--- config.mk ---
export PLATFORM = sky130hd
export DESIGN_NAME = mac_mxfp_block_flat
export DESIGN_NICKNAME = d
export VERILOG_FILES = /design/src/rtl/mac_mxfp_if.sv /design/src/rtl/mac_mxfp_block.sv /design/src/flat_wrapper.sv
export SDC_FILE = /design/constraint.sdc
export NUM_CORES = 1
export LEC_CHECK = 0
export CAP_MARGIN = 40
export CORE_MARGIN = 2
export CORE_UTILIZATION = 25
export CTS_CLUSTER_DIAMETER = 60
export DETAILED_ROUTE_END_ITERATION = 10
export SYNTH_ARGS = -nofsm -noshare
export SYNTH_HDL_FRONTEND = slang
export SYNTH_SLANG_ARGS = --single-unit
--- constraint.sdc ---
create_clock -name clk -period 3.15 [get_ports clk]
set_clock_uncertainty 0.15 [all_clocks]
set_input_delay 0.315 -clock clk [delete_from_list [all_inputs] [get_ports clk]]
set_output_delay 0.315 -clock clk [all_outputs]
set_load 0.02 [all_outputs]
--- src/rtl/mac_mxfp_if.sv ---
// Operand/result bundle for the MX block MAC.
// Streamer side is master, MAC side is slave.
interface mac_mxfp_if #(
    parameter int EXP_WIDTH = 2,
    parameter int MAN_WIDTH = 1,
    parameter int ACC_WIDTH = 16
);
    localparam int ELEM_W = 1 + EXP_WIDTH + MAN_WIDTH;

    logic                        clear;
    logic                        in_valid;
    logic [ELEM_W-1:0]           w_elem;
    logic [ELEM_W-1:0]           a_elem;
    logic [7:0]                  w_scale;
    logic [7:0]                  a_scale;
    logic                        busy;
    logic                        out_valid;
    logic signed [ACC_WIDTH-1:0] out_sum;
    logic signed [9:0]           out_scale;
    logic                        out_nan;
    logic                        out_ovf;

    modport master (
        output clear, in_valid, w_elem, a_elem, w_scale, a_scale,
        input  busy, out_valid, out_sum, out_scale, out_nan, out_ovf
    );

    modport slave (
        input  clear, in_valid, w_elem, a_elem, w_scale, a_scale,
        output busy, out_valid, out_sum, out_scale, out_nan, out_ovf
    );
endinterface

--- src/rtl/mac_mxfp_block.sv ---
// MX block MAC: accumulates one block of element products with
// saturation and forwards the combined E8M0 exponent with the sum.
module mac_mxfp_block #(
    parameter int EXP_WIDTH  = 2,
    parameter int MAN_WIDTH  = 1,
    parameter int BLOCK_SIZE = 32,
    parameter int ACC_WIDTH  = 16
) (
    input  logic       clk,
    input  logic       reset,
    mac_mxfp_if.slave  bus
);
    localparam int ELEM_W     = 1 + EXP_WIDTH + MAN_WIDTH;
    localparam int FRAC_WIDTH = MAN_WIDTH + 1;
    localparam int PROD_WIDTH = 2 * FRAC_WIDTH + 2 ** EXP_WIDTH;
    localparam int CNT_W      = $clog2(BLOCK_SIZE);
    localparam int SUM_W      =
        ((ACC_WIDTH > PROD_WIDTH + 1) ? ACC_WIDTH : PROD_WIDTH + 1) + 1;

    localparam logic signed [SUM_W-1:0] ACC_MAX =
        {{(SUM_W-ACC_WIDTH+1){1'b0}}, {(ACC_WIDTH-1){1'b1}}};
    localparam logic signed [SUM_W-1:0] ACC_MIN = ~ACC_MAX;

    logic [CNT_W-1:0]            cnt;

    logic                        s1_valid;
    logic                        s1_first;
    logic                        s1_last;
    logic [ELEM_W-1:0]           s1_w;
    logic [ELEM_W-1:0]           s1_a;
    logic signed [9:0]           s1_scale;
    logic                        s1_nan;

    logic                        s2_valid;
    logic                        s2_first;
    logic                        s2_last;
    logic signed [PROD_WIDTH:0]  s2_prod;
    logic signed [9:0]           s2_scale;
    logic                        s2_nan;

    logic signed [ACC_WIDTH-1:0] acc;
    logic                        ovf;
    logic signed [9:0]           blk_scale;
    logic                        blk_nan;

    logic [EXP_WIDTH-1:0]        w_exp;
    logic [EXP_WIDTH-1:0]        a_exp;
    logic [FRAC_WIDTH-1:0]       w_frac;
    logic [FRAC_WIDTH-1:0]       a_frac;
    logic [EXP_WIDTH-1:0]        w_sh;
    logic [EXP_WIDTH-1:0]        a_sh;
    logic [EXP_WIDTH:0]          sh;
    logic [2*FRAC_WIDTH-1:0]     frac_prod;
    logic [PROD_WIDTH-1:0]       mag;
    logic signed [PROD_WIDTH:0]  prod;

    logic signed [SUM_W-1:0]     base;
    logic signed [SUM_W-1:0]     sum;
    logic                        sat_hi;
    logic                        sat_lo;
    logic signed [ACC_WIDTH-1:0] acc_next;
    logic                        ovf_next;
    logic signed [9:0]           scale_in;
    logic                        nan_in;
    logic                        cnt_first;
    logic                        cnt_last;

    assign bus.busy  = (cnt != '0);
    assign cnt_first = (cnt == '0);
    assign cnt_last  = (cnt == CNT_W'(BLOCK_SIZE - 1));

    assign scale_in = $signed({2'b00, bus.w_scale})
                    + $signed({2'b00, bus.a_scale})
                    - 10'sd254;
    assign nan_in   = (bus.w_scale == 8'hFF) || (bus.a_scale == 8'hFF);

    // Subnormals have no hidden bit and share the exponent-1 shift.
    always_comb begin
        w_exp  = s1_w[MAN_WIDTH +: EXP_WIDTH];
        a_exp  = s1_a[MAN_WIDTH +: EXP_WIDTH];
        w_frac = {(w_exp != '0), s1_w[MAN_WIDTH-1:0]};
        a_frac = {(a_exp != '0), s1_a[MAN_WIDTH-1:0]};
        w_sh   = (w_exp == '0) ? '0 : w_exp - EXP_WIDTH'(1);
        a_sh   = (a_exp == '0) ? '0 : a_exp - EXP_WIDTH'(1);
        sh     = {1'b0, w_sh} + {1'b0, a_sh};
        frac_prod = {{FRAC_WIDTH{1'b0}}, w_frac}
                  * {{FRAC_WIDTH{1'b0}}, a_frac};
        mag    = {{(PROD_WIDTH-2*FRAC_WIDTH){1'b0}}, frac_prod} << sh;
        if (s1_w[ELEM_W-1] ^ s1_a[ELEM_W-1])
            prod = -$signed({1'b0, mag});
        else
            prod = $signed({1'b0, mag});
    end

    // A first-tagged product restarts the block instead of adding.
    always_comb begin
        base     = s2_first ? '0 : SUM_W'(acc);
        sum      = base + SUM_W'(s2_prod);
        sat_hi   = (sum > ACC_MAX);
        sat_lo   = (sum < ACC_MIN);
        acc_next = sum[ACC_WIDTH-1:0];
        if (sat_hi)
            acc_next = ACC_MAX[ACC_WIDTH-1:0];
        else if (sat_lo)
            acc_next = ACC_MIN[ACC_WIDTH-1:0];
        ovf_next = (s2_first ? 1'b0 : ovf) | sat_hi | sat_lo;
    end

    always_ff @(posedge clk or negedge reset) begin
        if (!reset) begin
            cnt           <= '0;
            s1_valid      <= 1'b0;
            s1_first      <= 1'b0;
            s1_last       <= 1'b0;
            s1_w          <= '0;
            s1_a          <= '0;
            s1_scale      <= '0;
            s1_nan        <= 1'b0;
            s2_valid      <= 1'b0;
            s2_first      <= 1'b0;
            s2_last       <= 1'b0;
            s2_prod       <= '0;
            s2_scale      <= '0;
            s2_nan        <= 1'b0;
            acc           <= '0;
            ovf           <= 1'b0;
            blk_scale     <= '0;
            blk_nan       <= 1'b0;
            bus.out_valid <= 1'b0;
            bus.out_sum   <= '0;
            bus.out_scale <= '0;
            bus.out_nan   <= 1'b0;
            bus.out_ovf   <= 1'b0;
        end else begin
            bus.out_valid <= 1'b0;
            if (bus.clear) begin
                cnt      <= '0;
                s1_valid <= 1'b0;
                s2_valid <= 1'b0;
                acc      <= '0;
                ovf      <= 1'b0;
            end else begin
                s1_valid <= bus.in_valid;
                if (bus.in_valid) begin
                    cnt      <= cnt + CNT_W'(1);
                    s1_w     <= bus.w_elem;
                    s1_a     <= bus.a_elem;
                    s1_first <= cnt_first;
                    s1_last  <= cnt_last;
                    if (cnt_first) begin
                        s1_scale <= scale_in;
                        s1_nan   <= nan_in;
                    end
                end

                s2_valid <= s1_valid;
                if (s1_valid) begin
                    s2_prod  <= prod;
                    s2_first <= s1_first;
                    s2_last  <= s1_last;
                    if (s1_first) begin
                        s2_scale <= s1_scale;
                        s2_nan   <= s1_nan;
                    end
                end

                if (s2_valid) begin
                    acc <= acc_next;
                    ovf <= ovf_next;
                    if (s2_first) begin
                        blk_scale <= s2_scale;
                        blk_nan   <= s2_nan;
                    end
                    if (s2_last) begin
                        bus.out_valid <= 1'b1;
                        bus.out_sum   <= acc_next;
                        bus.out_ovf   <= ovf_next;
                        bus.out_scale <= s2_first ? s2_scale : blk_scale;
                        bus.out_nan   <= s2_first ? s2_nan : blk_nan;
                    end
                end
            end
        end
    end
endmodule

--- src/flat_wrapper.sv ---
// flat-port wrapper written by rule: the top's interface ports become plain ports
module mac_mxfp_block_flat 
#(
    parameter int EXP_WIDTH  = 2,
    parameter int MAN_WIDTH  = 1,
    parameter int BLOCK_SIZE = 32,
    parameter int ACC_WIDTH  = 16
)
  (clk, reset, bus_clear, bus_in_valid, bus_w_elem, bus_a_elem, bus_w_scale, bus_a_scale, bus_busy, bus_out_valid, bus_out_sum, bus_out_scale, bus_out_nan, bus_out_ovf);
  mac_mxfp_if #(.EXP_WIDTH(EXP_WIDTH), .MAN_WIDTH(MAN_WIDTH), .ACC_WIDTH(ACC_WIDTH)) bus_i ();
  input  logic clk;
  input  logic reset;
  input wire logic [$bits(bus_i.clear)-1:0] bus_clear;
  input wire logic [$bits(bus_i.in_valid)-1:0] bus_in_valid;
  input wire logic [$bits(bus_i.w_elem)-1:0] bus_w_elem;
  input wire logic [$bits(bus_i.a_elem)-1:0] bus_a_elem;
  input wire logic [$bits(bus_i.w_scale)-1:0] bus_w_scale;
  input wire logic [$bits(bus_i.a_scale)-1:0] bus_a_scale;
  output wire logic [$bits(bus_i.busy)-1:0] bus_busy;
  output wire logic [$bits(bus_i.out_valid)-1:0] bus_out_valid;
  output wire logic [$bits(bus_i.out_sum)-1:0] bus_out_sum;
  output wire logic [$bits(bus_i.out_scale)-1:0] bus_out_scale;
  output wire logic [$bits(bus_i.out_nan)-1:0] bus_out_nan;
  output wire logic [$bits(bus_i.out_ovf)-1:0] bus_out_ovf;
  assign bus_i.clear = bus_clear;
  assign bus_i.in_valid = bus_in_valid;
  assign bus_i.w_elem = bus_w_elem;
  assign bus_i.a_elem = bus_a_elem;
  assign bus_i.w_scale = bus_w_scale;
  assign bus_i.a_scale = bus_a_scale;
  assign bus_busy = bus_i.busy;
  assign bus_out_valid = bus_i.out_valid;
  assign bus_out_sum = bus_i.out_sum;
  assign bus_out_scale = bus_i.out_scale;
  assign bus_out_nan = bus_i.out_nan;
  assign bus_out_ovf = bus_i.out_ovf;
  mac_mxfp_block #(.EXP_WIDTH(EXP_WIDTH), .MAN_WIDTH(MAN_WIDTH), .BLOCK_SIZE(BLOCK_SIZE), .ACC_WIDTH(ACC_WIDTH)) u_core (.clk(clk), .reset(reset), .bus(bus_i));
endmodule
-- After elaboration in Yosys (flattened, before gate mapping)
Cells that the tools add are included.
- output and inout bits: 30
- bits in registers: 107
- logic and storage cells: 77
- input bits: 28
- order comparisons: 2
- shift-type cells: 1
- reductions and logical operators: 15
- $mul: 1
- equal/unequal tests: 3
- bitwise gates (word level): 4
- add/sub/neg operators: 8
- muxes and demuxes: 20
- operators by type and width (cell ; count):
    two-way mux 16 bit ; 4
    adder 17 x 9 -> 17 bit ; 1
    > comparator 17 x 16 -> 1 bit, second input constant ; 1
    < comparator 17 x 16 -> 1 bit, second input constant ; 1
    two-way mux 17 bit ; 1
    == test 8 bit, second input constant ; 2
    two-way mux 10 bit ; 1
    two-way mux 5 bit ; 2
    subtractor 10 x 9 -> 10 bit, second input constant ; 1
    adder 8 x 8 -> 9 bit ; 1
    two-way mux 1 bit ; 9
    two-way mux 9 bit ; 1
    negation 8 -> 9 bit ; 1
    AND reduction 3 bit ; 3
    nonzero test 2 bit ; 4
    << shifter 4 x 3 -> 8 bit ; 1
    AND reduction 2 bit ; 3
    adder 5 x 1 -> 5 bit, second input constant ; 1
    == test 5 bit, second input constant ; 1
    zero test 5 bit ; 1
    nonzero test 5 bit ; 1
    zero test 2 bit ; 2
    multiplier 2 x 2 -> 4 bit ; 1
    two-way mux 2 bit ; 2
    other kinds (6) ; 8

-- Depth between registers and ports, before layout
- depth after elaboration: 7
- mapped depth: 15
- gate-level depth less buffers: 12

-- Worst setup path after synthesis
No wires, ideal clock.
- kind: reg-to-reg
- start point: register u_core.s2_first
- end point: register u_core.acc[10]
- clock period less this slack: 3.434 ns
- setup time: 0.145 ns
- buffers on the path: 2
- required time: 2.855 ns
- arrival: 3.139 ns
- stages on the path, launching flop included: 13
- slack: -0.284 ns
- cells stage by stage: dfrtp_1 -> clkbuf_1 -> clkbuf_1 -> nor2b_1 -> ha_1 -> a21o_1 -> a21oi_1 -> a21oi_2 -> o21a_1 -> o211a_1 -> a2111oi_0 -> maj3_2 -> a211oi_2
- longest elaborated chain between the ends: 7
- elaborated cells between the ends (all ways): 8
- classes of those cells: 1 x add/sub; 2 x order compare; 5 x mux
- ends and longest elaborated chain (element ; line ; RTL):
    start, declared ; mac_mxfp_block.sv:35 ; logic s2_first;
    start signal, assigned ; mac_mxfp_block.sv:159 ; s2_first <= s1_first;
    two-way mux 17 bit (*) ; mac_mxfp_block.sv:97 ; base = s2_first ? '0 : SUM_W'(acc);
    adder 17 x 9 -> 17 bit (*) ; mac_mxfp_block.sv:98 ; sum = base + SUM_W'(s2_prod);
    < comparator 17 x 16 -> 1 bit ; mac_mxfp_block.sv:100 ; sat_lo = (sum < ACC_MIN);
    two-way mux 16 bit ; mac_mxfp_block.sv:104 ; else if (sat_lo)
    two-way mux 16 bit (*) ; mac_mxfp_block.sv:102 ; if (sat_hi)
    two-way mux 16 bit (*) ; mac_mxfp_block.sv:167 ; if (s2_valid) begin
    two-way mux 16 bit (*) ; mac_mxfp_block.sv:136 ; if (bus.clear) begin
    end signal, assigned ; mac_mxfp_block.sv:168 ; acc <= acc_next;
    end, declared ; mac_mxfp_block.sv:41 ; logic signed [ACC_WIDTH-1:0] acc;
Every way passes the cells marked *; elsewhere a longest branch is shown, timed or not. The select of a mux whose other input is x is not followed.
A chain may end at the register's enable or synchronous reset.

-- Final worst setup path
- start point: register u_core.s2_first
- end point: register u_core.acc[8]
The elaborated chain is that of the path after synthesis.

==> results_dict.tcl <==
set metrics [dict create \
    ant_nets 0 \
    fp.dieArea_um2 25800 \
    yosysMostFrequentCell "dfrtp_1" \
    viasPerCell 4.41 \
    rsz0062_at_grt "yes" \
    grt_pass1_wl_um 22200 \
    yosys.area.top_type "dfrtp_1" \
    grt_max_degree 47 \
    netlist_area_um2 6140 \
    diodes 0 \
    ir_worst_vdd_mv 0.263 \
    hold_path.class "primary input to asynchronous set/reset pin" \
    met2_usage_pct 15.2 \
    synth.avg_cell_area_um2 10.2 \
    core-area_um2 24200 \
    synthArstFlopShare_pct 100 \
    slew_violations 0 \
    insertion_delay_ns 0.36 \
    cp.required_ns 3.28 \
    synth_edf_count 0 \
    synth_top_area_share_pct 43.6 \
    yosysSeqAreaShare_pct 43.6 \
    htreeDepth 3 \
    min_period_ns 3.06 \
    fin_crit_sh_pct 97.0 \
    clockRootBuffer "clkbuf_16" \
    instances_no_fill 1004 \
    r2r_setup_slack_ns 0.09 \
    first_iter_violations 187 \
    critPathKind "register to register" \
    drcViolationCount 0 \
    grtUsageTotal_pct 10.5 \
    clk_pin_slew_ns 0.08 \
    crit_fanout 7 \
    ys_top_cells_by_area "dfrtp_1, mux2_2, ha_1" \
    rr_worst_depth 13 \
    placement_rows 57 \
    hpwl_um 9470 \
    yosys_warnings 0 \
    ioPinCount 58 \
    grt.overflow.total 0 \
    synth_common_cells "dfrtp_1, nand2_1, nor2_1" \
    place_ws_ns -0.109 \
    drt_wl_total_um 12700 \
    synthFlopType "dfrtp_1" \
    post-route-util_pct 32.1 \
    ys_seq_elements 107 \
    antenna_found_initial 0 \
    gp_congestion 0.802 \
    synthDistinctLibCells 63 \
    areaGrowthSynthToFinish_pct 26.7 \
    setup_ws_ns 0.0943 \
    fin_nets 738 \
    p_leak_nw 3.43 \
    synthesis.instances 600 \
    numCtsBuffers 9 \
    slew_headroom_pct 53.3 \
    drive_above_1_share_pct 21.0 \
    cts_max_path_buffers 2 \
    synthesis.nets 663 \
    num_vias 4432 \
    place_inst 983 \
    initial_utilization_pct 25.3 \
    firstDrtPassIters 4 \
    portBuffers 57 \
    fmax_mhz 327 \
    worst_slew_pin_slew_ns 0.699 \
    endpoint_kind "register" \
    met1_usage_pct 15.4 \
    cts_tree "built" \
    num-fill-cells 2508 \
    grt_pass1_vias 4392 \
    final_hold_viol_count 0 \
    cp-start-kind "register" \
    crit_arrival_ns 3.18 \
    grtUsageMet3_pct 2.35 \
    wl_per_cell_um 12.7 \
    setup_viol 0 \
    grt.busiest_layer "met1" \
    p_per_area_nw_per_um2 637 \
    dieHeight_um 161 \
    die_width_um 161 \
    cap_violations 0 \
    outcome "finished clean" \
    cts.sinks 107 \
]
[per-layer routing]
layer / wire, um / vias to the layer above / part of all wire, %
li1: - / 2289 / -
met4: 205 / 0 / 1.6
met1: 6830 / 2062 / 54
met5: 0 / - / 0
met3: 413 / 9 / 3.2
met2: 5300 / 72 / 42
[layout make-up]
cell class | instances | area [um^2] | area share (%)
Sequential cell | 107 | 2680 | 34.4
Multi-Input combinational cell | 451 | 3420 | 43.9
Clock inverter | 7 | 96.3 | 1.24
Timing Repair Buffer | 92 | 905 | 11.6
Tap cell | 324 | 405 | 5.21
Clock buffer | 9 | 225 | 2.89
Inverter | 14 | 52.6 | 0.675
[state kept, by name, indices dropped and copies added, names as in the netlist]
signal / flops
u_core.s1_valid: 1
u_core.bus.out_sum: 16
u_core.s2_last: 1
u_core.s1_scale: 10
u_core.bus.out_scale: 10
u_core.bus.out_ovf: 1
u_core.s2_prod: 9
u_core.s1_w: 4
u_core.s1_a: 4
u_core.s1_nan: 1
u_core.s2_first: 1
u_core.bus.out_nan: 1
u_core.s2_valid: 1
u_core.acc: 16
u_core.s1_last: 1
u_core.bus.out_valid: 1
u_core.blk_scale: 10
u_core.ovf: 1
u_core.s2_scale: 10
u_core.s2_nan: 1
u_core.cnt: 5
u_core.s1_first: 1
u_core.blk_nan: 1
[cells in the final DEF (no fill, tap or decap), types with 15 or more instances in the layout]
| cell | Yosys | routed |
|---|---|---|
| o21ai_0 | 46 | 45 |
| dfrtp_1 | 107 | 106 |
| xor2_1 | 16 | 15 |
| nor2_1 | 51 | 51 |
| xnor2_1 | 16 | 16 |
| nand2_1 | 57 | 57 |
| clkdlybuf4s50_1 | 0 | 56 |
| nor2b_1 | 19 | 18 |
| buf_4 | 0 | 29 |
| mux2_2 | 36 | 36 |
| ha_1 | 32 | 31 |
| mux2i_1 | 16 | 16 |
| a21oi_1 | 29 | 27 |
| a211oi_2 | 7 | 17 |
[power by group]
group / leakage [nW] / total [mW] / internal [mW] / switching [mW]
clock: 0.153 / 1.20 / 0.639 / 0.561
combinational: 1.87 / 1.96 / 0.968 / 0.994
sequential: 1.41 / 1.80 / 1.62 / 0.180
[final timing paths]
kind                                        from                endpoint
min                                        reset  u_core.bus.out_sum[10]
min in group clk           u_core.bus.out_sum[0]   u_core.bus.out_sum[0]
max reg2reg                      u_core.s2_first           u_core.acc[8]
max                              u_core.s2_first           u_core.acc[8]
min reg2reg                u_core.bus.out_sum[0]   u_core.bus.out_sum[0]
max in group asynchronous                  reset         u_core.s2_first
[worst max-delay path, cell delays in order, from the launching register on]
cell       delay, ns
dfrtp_2         0.44
nor2b_2         0.12
ha_2            0.19
inv_2           0.04
fa_2            0.36
nor2b_4         0.13
o2111ai_2       0.13
a21oi_2         0.24
o21a_1          0.16
nand2b_4        0.13
a31oi_4         0.12
buf_6           0.17
maj3_1          0.37
a211oi_2        0.22
[kinds of logic after synthesis]
family	share of synthesized area [%]
flip-flops	43.6
multiplexers	9.21
XOR/XNOR	4.83
buffers and inverters	2.81
adder cells (fa/ha/maj)	9.92
AND/OR/NAND/NOR	13.1
AO/OA/AOI/OAI	16.6
[through the flow]
stage	hold slack, ns	TNS (ns)	power, mW	cell area (um^2)
after global placement	0.191	-0.235	3.61	7260
after CTS	0.333	0	4.88	7590
after detailed placement	0.194	-0.273	3.64	7260
after floorplan	-0.131	0	3.10	6150
after global routing	0.351	-0.921	5.33	7780
final	0.326	0	4.96	7780
[timing repair]
item	in CTS	in global routing
hold buffers	1	0
endpoints found under the setup margin	0	35
gates resized for setup	0	32
endpoints found under the hold margin	38	0
buffers inserted	0	3
Power figures use the tool's default switching activity.
==> edit 1: new RTL, same flow settings <==
`ACC_WIDTH` is set to 16 in 3 places; all go to 32.
--- a/src/rtl/mac_mxfp_if.sv
+++ b/src/rtl/mac_mxfp_if.sv
@@ -3,7 +3,7 @@
 interface mac_mxfp_if #(
     parameter int EXP_WIDTH = 2,
     parameter int MAN_WIDTH = 1,
-    parameter int ACC_WIDTH = 16
+    parameter int ACC_WIDTH = 32
 );
     localparam int ELEM_W = 1 + EXP_WIDTH + MAN_WIDTH;
 
--- a/src/rtl/mac_mxfp_block.sv
+++ b/src/rtl/mac_mxfp_block.sv
@@ -4,7 +4,7 @@
     parameter int EXP_WIDTH  = 2,
     parameter int MAN_WIDTH  = 1,
     parameter int BLOCK_SIZE = 32,
-    parameter int ACC_WIDTH  = 16
+    parameter int ACC_WIDTH  = 32
 ) (
     input  logic       clk,
     input  logic       reset,
--- a/src/flat_wrapper.sv
+++ b/src/flat_wrapper.sv
@@ -4,7 +4,7 @@
     parameter int EXP_WIDTH  = 2,
     parameter int MAN_WIDTH  = 1,
     parameter int BLOCK_SIZE = 32,
-    parameter int ACC_WIDTH  = 16
+    parameter int ACC_WIDTH  = 32
 )
   (clk, reset, bus_clear, bus_in_valid, bus_w_elem, bus_a_elem, bus_w_scale, bus_a_scale, bus_busy, bus_out_valid, bus_out_sum, bus_out_scale, bus_out_nan, bus_out_ovf);
   mac_mxfp_if #(.EXP_WIDTH(EXP_WIDTH), .MAN_WIDTH(MAN_WIDTH), .ACC_WIDTH(ACC_WIDTH)) bus_i ();
Interface: changed (resized bus_out_sum); port bits go from 58 to 74. No check against the original RTL was run, so the function may have changed too.
==> edit 1 against the unedited design <==
- the run now ends with negative setup slack left
- total power rose by 49%
- synthesized area rose by 37%
- final area rose by 53%
- wire length rose by 80%
- worst setup slack got worse by 370 ps
- via count rose by 66%
- sequential cell count rose by 32
- sequential share of layout area fell by 5.2 points
==> edit 1: results <==
[status]
status = "finished with violations"
failed_checks = "negative setup slack"

[clock_network]
cts_htree_levels = 4
cts_buffers = 17
clk_latency_ps = 430
clk_path_buf_depth = 2

[pwr]
p_seq_share_pct = 30.5
ir_worst_vdd_uv = 434
comb_cell_power_mw = 3.16
leakage_nw = 5.21
internal-power_mw = 4.71
swShare_pct = 36.2

[finish]
fillCellCount = 3413
finalNetCount = 1190
top_regs = "u_core.acc: 32 flops, u_core.bus.out_sum: 32 flops"
antenna-diode-count = 0
layout-drive-gt1-share_pct = 30.2
instances_no_fill = 1572

[detailed_routing]
wl_met3_um = 739
post_drt_via_cell_ratio = 4.67
met1Wirelength_um = 10800
drt_iter0_drc = 302
firstDrtPassIters = 5
routed_wl_um = 22900

[critical_path]
slowest_delay_ps = 460
path_delay_family = "buffers and inverters"
crit_fanout = 8
r2r_end = "u_core.acc[2]"
r2r_cells = 16

[grt]
met1_usage_pct = 17.4
met2_usage_pct = 22.6
grt_pass1_wl_um = 38500
grt_pass1_vias = 7496
gr-usage-met3_pct = 2.28
grt_max_degree = 64

[placed_design]
dpl.hpwl_um = 16000
pre_cts_ws_ps = -250
postPlaceCellArea_um2 = 10600
dp_cells = 1511
gp_congestion = 0.895
portBuffers = 73

[logic_synthesis]
synth-main-ff-cell = "dfrtp_1"
synth-seq-area-share_pct = 41.2
ys_types = 64
synth_fp_nets = 992
syn_area_per_cell_um2 = 9.25
syn_area_um2 = 8440
synthTopCellsByCount = "139 x dfrtp_1, 102 x nor2_1, 98 x nand2_1"
yosys-top-cells-area = "dfrtp_1 41%, ha_1 7.1%, a21oi_1 4.9%"

[hold_path]
hold_class = "input port to flip-flop"

[timing]
fin_ws_ps = -281
setup_viol_count_final = 64
## edit 1: changes by cell type in the layout (fill, tap and decap cells not counted), sizes merged, moves of 22 or more
cell	unedited run	this run
buf	34	154
nor2b	20	42
nand2	57	98
a21oi	30	83
dfrtp	107	139
nor2	52	103
## edit 1: cell families (layout without fill, tap and decap cells)
| logic type | Yosys count | count (layout) | synth area share, % |
|---|---|---|---|
| compound gates | 240 | 240 | 18.3 |
| flops | 139 | 139 | 41.2 |
| mux | 54 | 54 | 7.07 |
| simple gates | 316 | 316 | 17.6 |
| buf+inv | 71 | 282 | 3.69 |
| fa+ha+maj | 51 | 51 | 7.82 |
| xor+xnor | 42 | 42 | 4.36 |
## edit 1: cell type report
| class | instances | area, um2 | area share, % |
|---|---|---|---|
| sequential | 139 | 3480 | 29.2 |
| timing repair buffer | 227 | 2120 | 17.8 |
| tap | 448 | 561 | 4.70 |
| clock buffer | 18 | 429 | 3.60 |
| clock inverter | 14 | 135 | 1.13 |
| multi-input combinational | 703 | 5120 | 42.9 |
| inverter | 23 | 86.3 | 0.723 |
## edit 1: worst max path at each step
| stage | depth (start not counted) | from | to |
|---|---|---|---|
| final | 16 | u_core.s2_first | u_core.acc[2] |
| after detailed placement | 10 | u_core.s2_prod[8] | u_core.acc[16] |
| after floorplan | 15 | u_core.s2_first | u_core.acc[2] |
| after CTS | 14 | u_core.s2_first | u_core.acc[16] |
| after global routing | 16 | u_core.s2_first | u_core.acc[24] |
| after global placement | 11 | u_core.s2_prod[8] | u_core.bus.out_sum[4] |
## edit 1: what timing repair did
item                                    in CTS  in global routing
hold buffers                                 1                  0
endpoints found under the setup margin      66                 68
pin swaps                                   35                 11
hold endpoints to repair                    61                  0
cloned                                       4                  1
buffers inserted                            22                  4
gates resized for setup                     96                 29
==> edit 2: new RTL, same settings <==
Made on the original files. Make the reset (`reset`) synchronous in one clocked block.
--- a/src/rtl/mac_mxfp_block.sv
+++ b/src/rtl/mac_mxfp_block.sv
@@ -106,7 +106,7 @@
         ovf_next = (s2_first ? 1'b0 : ovf) | sat_hi | sat_lo;
     end
 
-    always_ff @(posedge clk or negedge reset) begin
+    always_ff @(posedge clk) begin
         if (!reset) begin
             cnt           <= '0;
             s1_valid      <= 1'b0;
Behaviour: differs if reset is asserted again (counterexample within 4 cycles, from zero or initial values and one cycle with reset low); with reset held inactive, the same outputs for 10 cycles.
==> edit 2 against the unedited design <==
- critical path depth is the same
- non-clock buffer count grew 11
- synthesized area grew 0.51%
- worst setup slack gained 93 ps
- final area shrank 1.4%
- sequential cell count is the same
- wire length grew 16%
- sequential share of layout area shrank 6.5 points
- first-iteration DRC count grew 42%
- critical endpoint is now u_core.bus.out_sum[1]
- largest cell class unchanged
- highest routed layer unchanged
Power is not compared: it rests on default switching activity, and its combinational part moved more than twofold at a synthesized area within 25%.
==> edit 2: results <==
[critical_path]
path_delay_family = "compound AO/OA/AOI/OAI gates"
worstPathArrival_ps = 3080
slowest_delay_ps = 410
cpMaxStageDelayCell = "fa_1"
crit_fanout = 12

[placed_design]
dp_cells = 1128
dpl.hpwl_um = 11200
gp_congestion = 0.843
pre_cts_ws_ps = 140

[logic_synthesis]
synth_fp_nets = 807
ys_async_sr_fraction_pct = 0
synth_cells = 744
synth-seq-area-share_pct = 34.7
synthTopCellsByCount = "125 x nand2_1, 107 x dfxtp_1, 73 x nor2_1"
synth-main-ff-cell = "dfxtp_1"
yosys-top-cells-area = "dfxtp_1 35%, nand2_1 7.6%, ha_1 6.5%"
ys_types = 70

[grt]
grt_max_degree = 34
track_usage_pct = 11.7
grt_pass1_wl_um = 25100
grt_pass1_vias = 5124

[detailed_routing]
vias = 5358
drt_iter0_drc = 266
post_drt_via_cell_ratio = 4.69
wl_per_cell_um = 13.0

[finish]
finalNetCount = 878
layout-drive-gt1-share_pct = 10.3
post-route-util_pct = 31.5
fillCellCount = 2567

[clock_network]
cts.clk_slew.worst_paths_ps = 80

[hold_path]
hold_class = "flip-flop to flip-flop"

[status]
status = "finished clean"

[pwr]
swShare_pct = 25.7
-- edit 2: layer usage --
metal	global-route usage, %	vias to the layer above	routed length (um)
met2	19.5	87	6820
met3	2.34	18	525
li1	-	2776	-
met5	0	-	0
met4	4.26	0	295
met1	15.1	2477	7160
-- edit 2: power groups by stage --
stage / Clock (mW) / Sequential (mW) / Combinational, mW
after CTS: 1.23 / 1.39 / 0.331
after global placement: 0 / 1.42 / 0.327
after floorplan: 0 / 1.42 / 0.221
after detailed placement: 0 / 1.42 / 0.329
final: 1.19 / 1.39 / 0.328
after global routing: 1.28 / 1.39 / 0.368
-- edit 2: area by class of cell --
| cell class | count | share of cell area, % |
|---|---|---|
| inverter | 17 | 0.832 |
| sequential | 107 | 27.9 |
| clock inverter | 6 | 1.08 |
| timing repair buffer | 103 | 12.7 |
| tap | 324 | 5.28 |
| multi-input combinational | 577 | 49.3 |
| clock buffer | 9 | 2.94 |
-- edit 2: cell families after synthesis --
kind of cell / count (synthesis) / share of synthesized area (%)
DFF: 107 / 34.7
and+or+nand+nor: 289 / 21.4
adders and majority gates: 36 / 7.64
AOI/OAI and AO/OA: 205 / 25.1
xor gates and xnor gates: 29 / 4.11
buffers and inverters: 60 / 4.11
muxes: 18 / 2.92
-- edit 2: final timing paths --
kind                 startpoint                     to  slack [ps]  cells past startpoint
min          u_core.s1_scale[7]     u_core.s2_scale[7]         310                      2
min reg2reg  u_core.s1_scale[7]     u_core.s2_scale[7]         310                      2
max             u_core.s2_first  u_core.bus.out_sum[1]         190                     13
max reg2reg     u_core.s2_first  u_core.bus.out_sum[1]         190                     13
-- edit 2: worst register-to-register path, cell delays in order, from the launching register on --
cell and delay, ps:
dfxtp_1 360, nor2b_1 130, ha_1 170, inv_1 50, fa_1 410, nand2b_1 190
a211oi_1 250, buf_4 160, nor2_1 60, o221a_4 250, nand3_1 190, o21ai_2 100
buf_12 160, a311oi_1 240
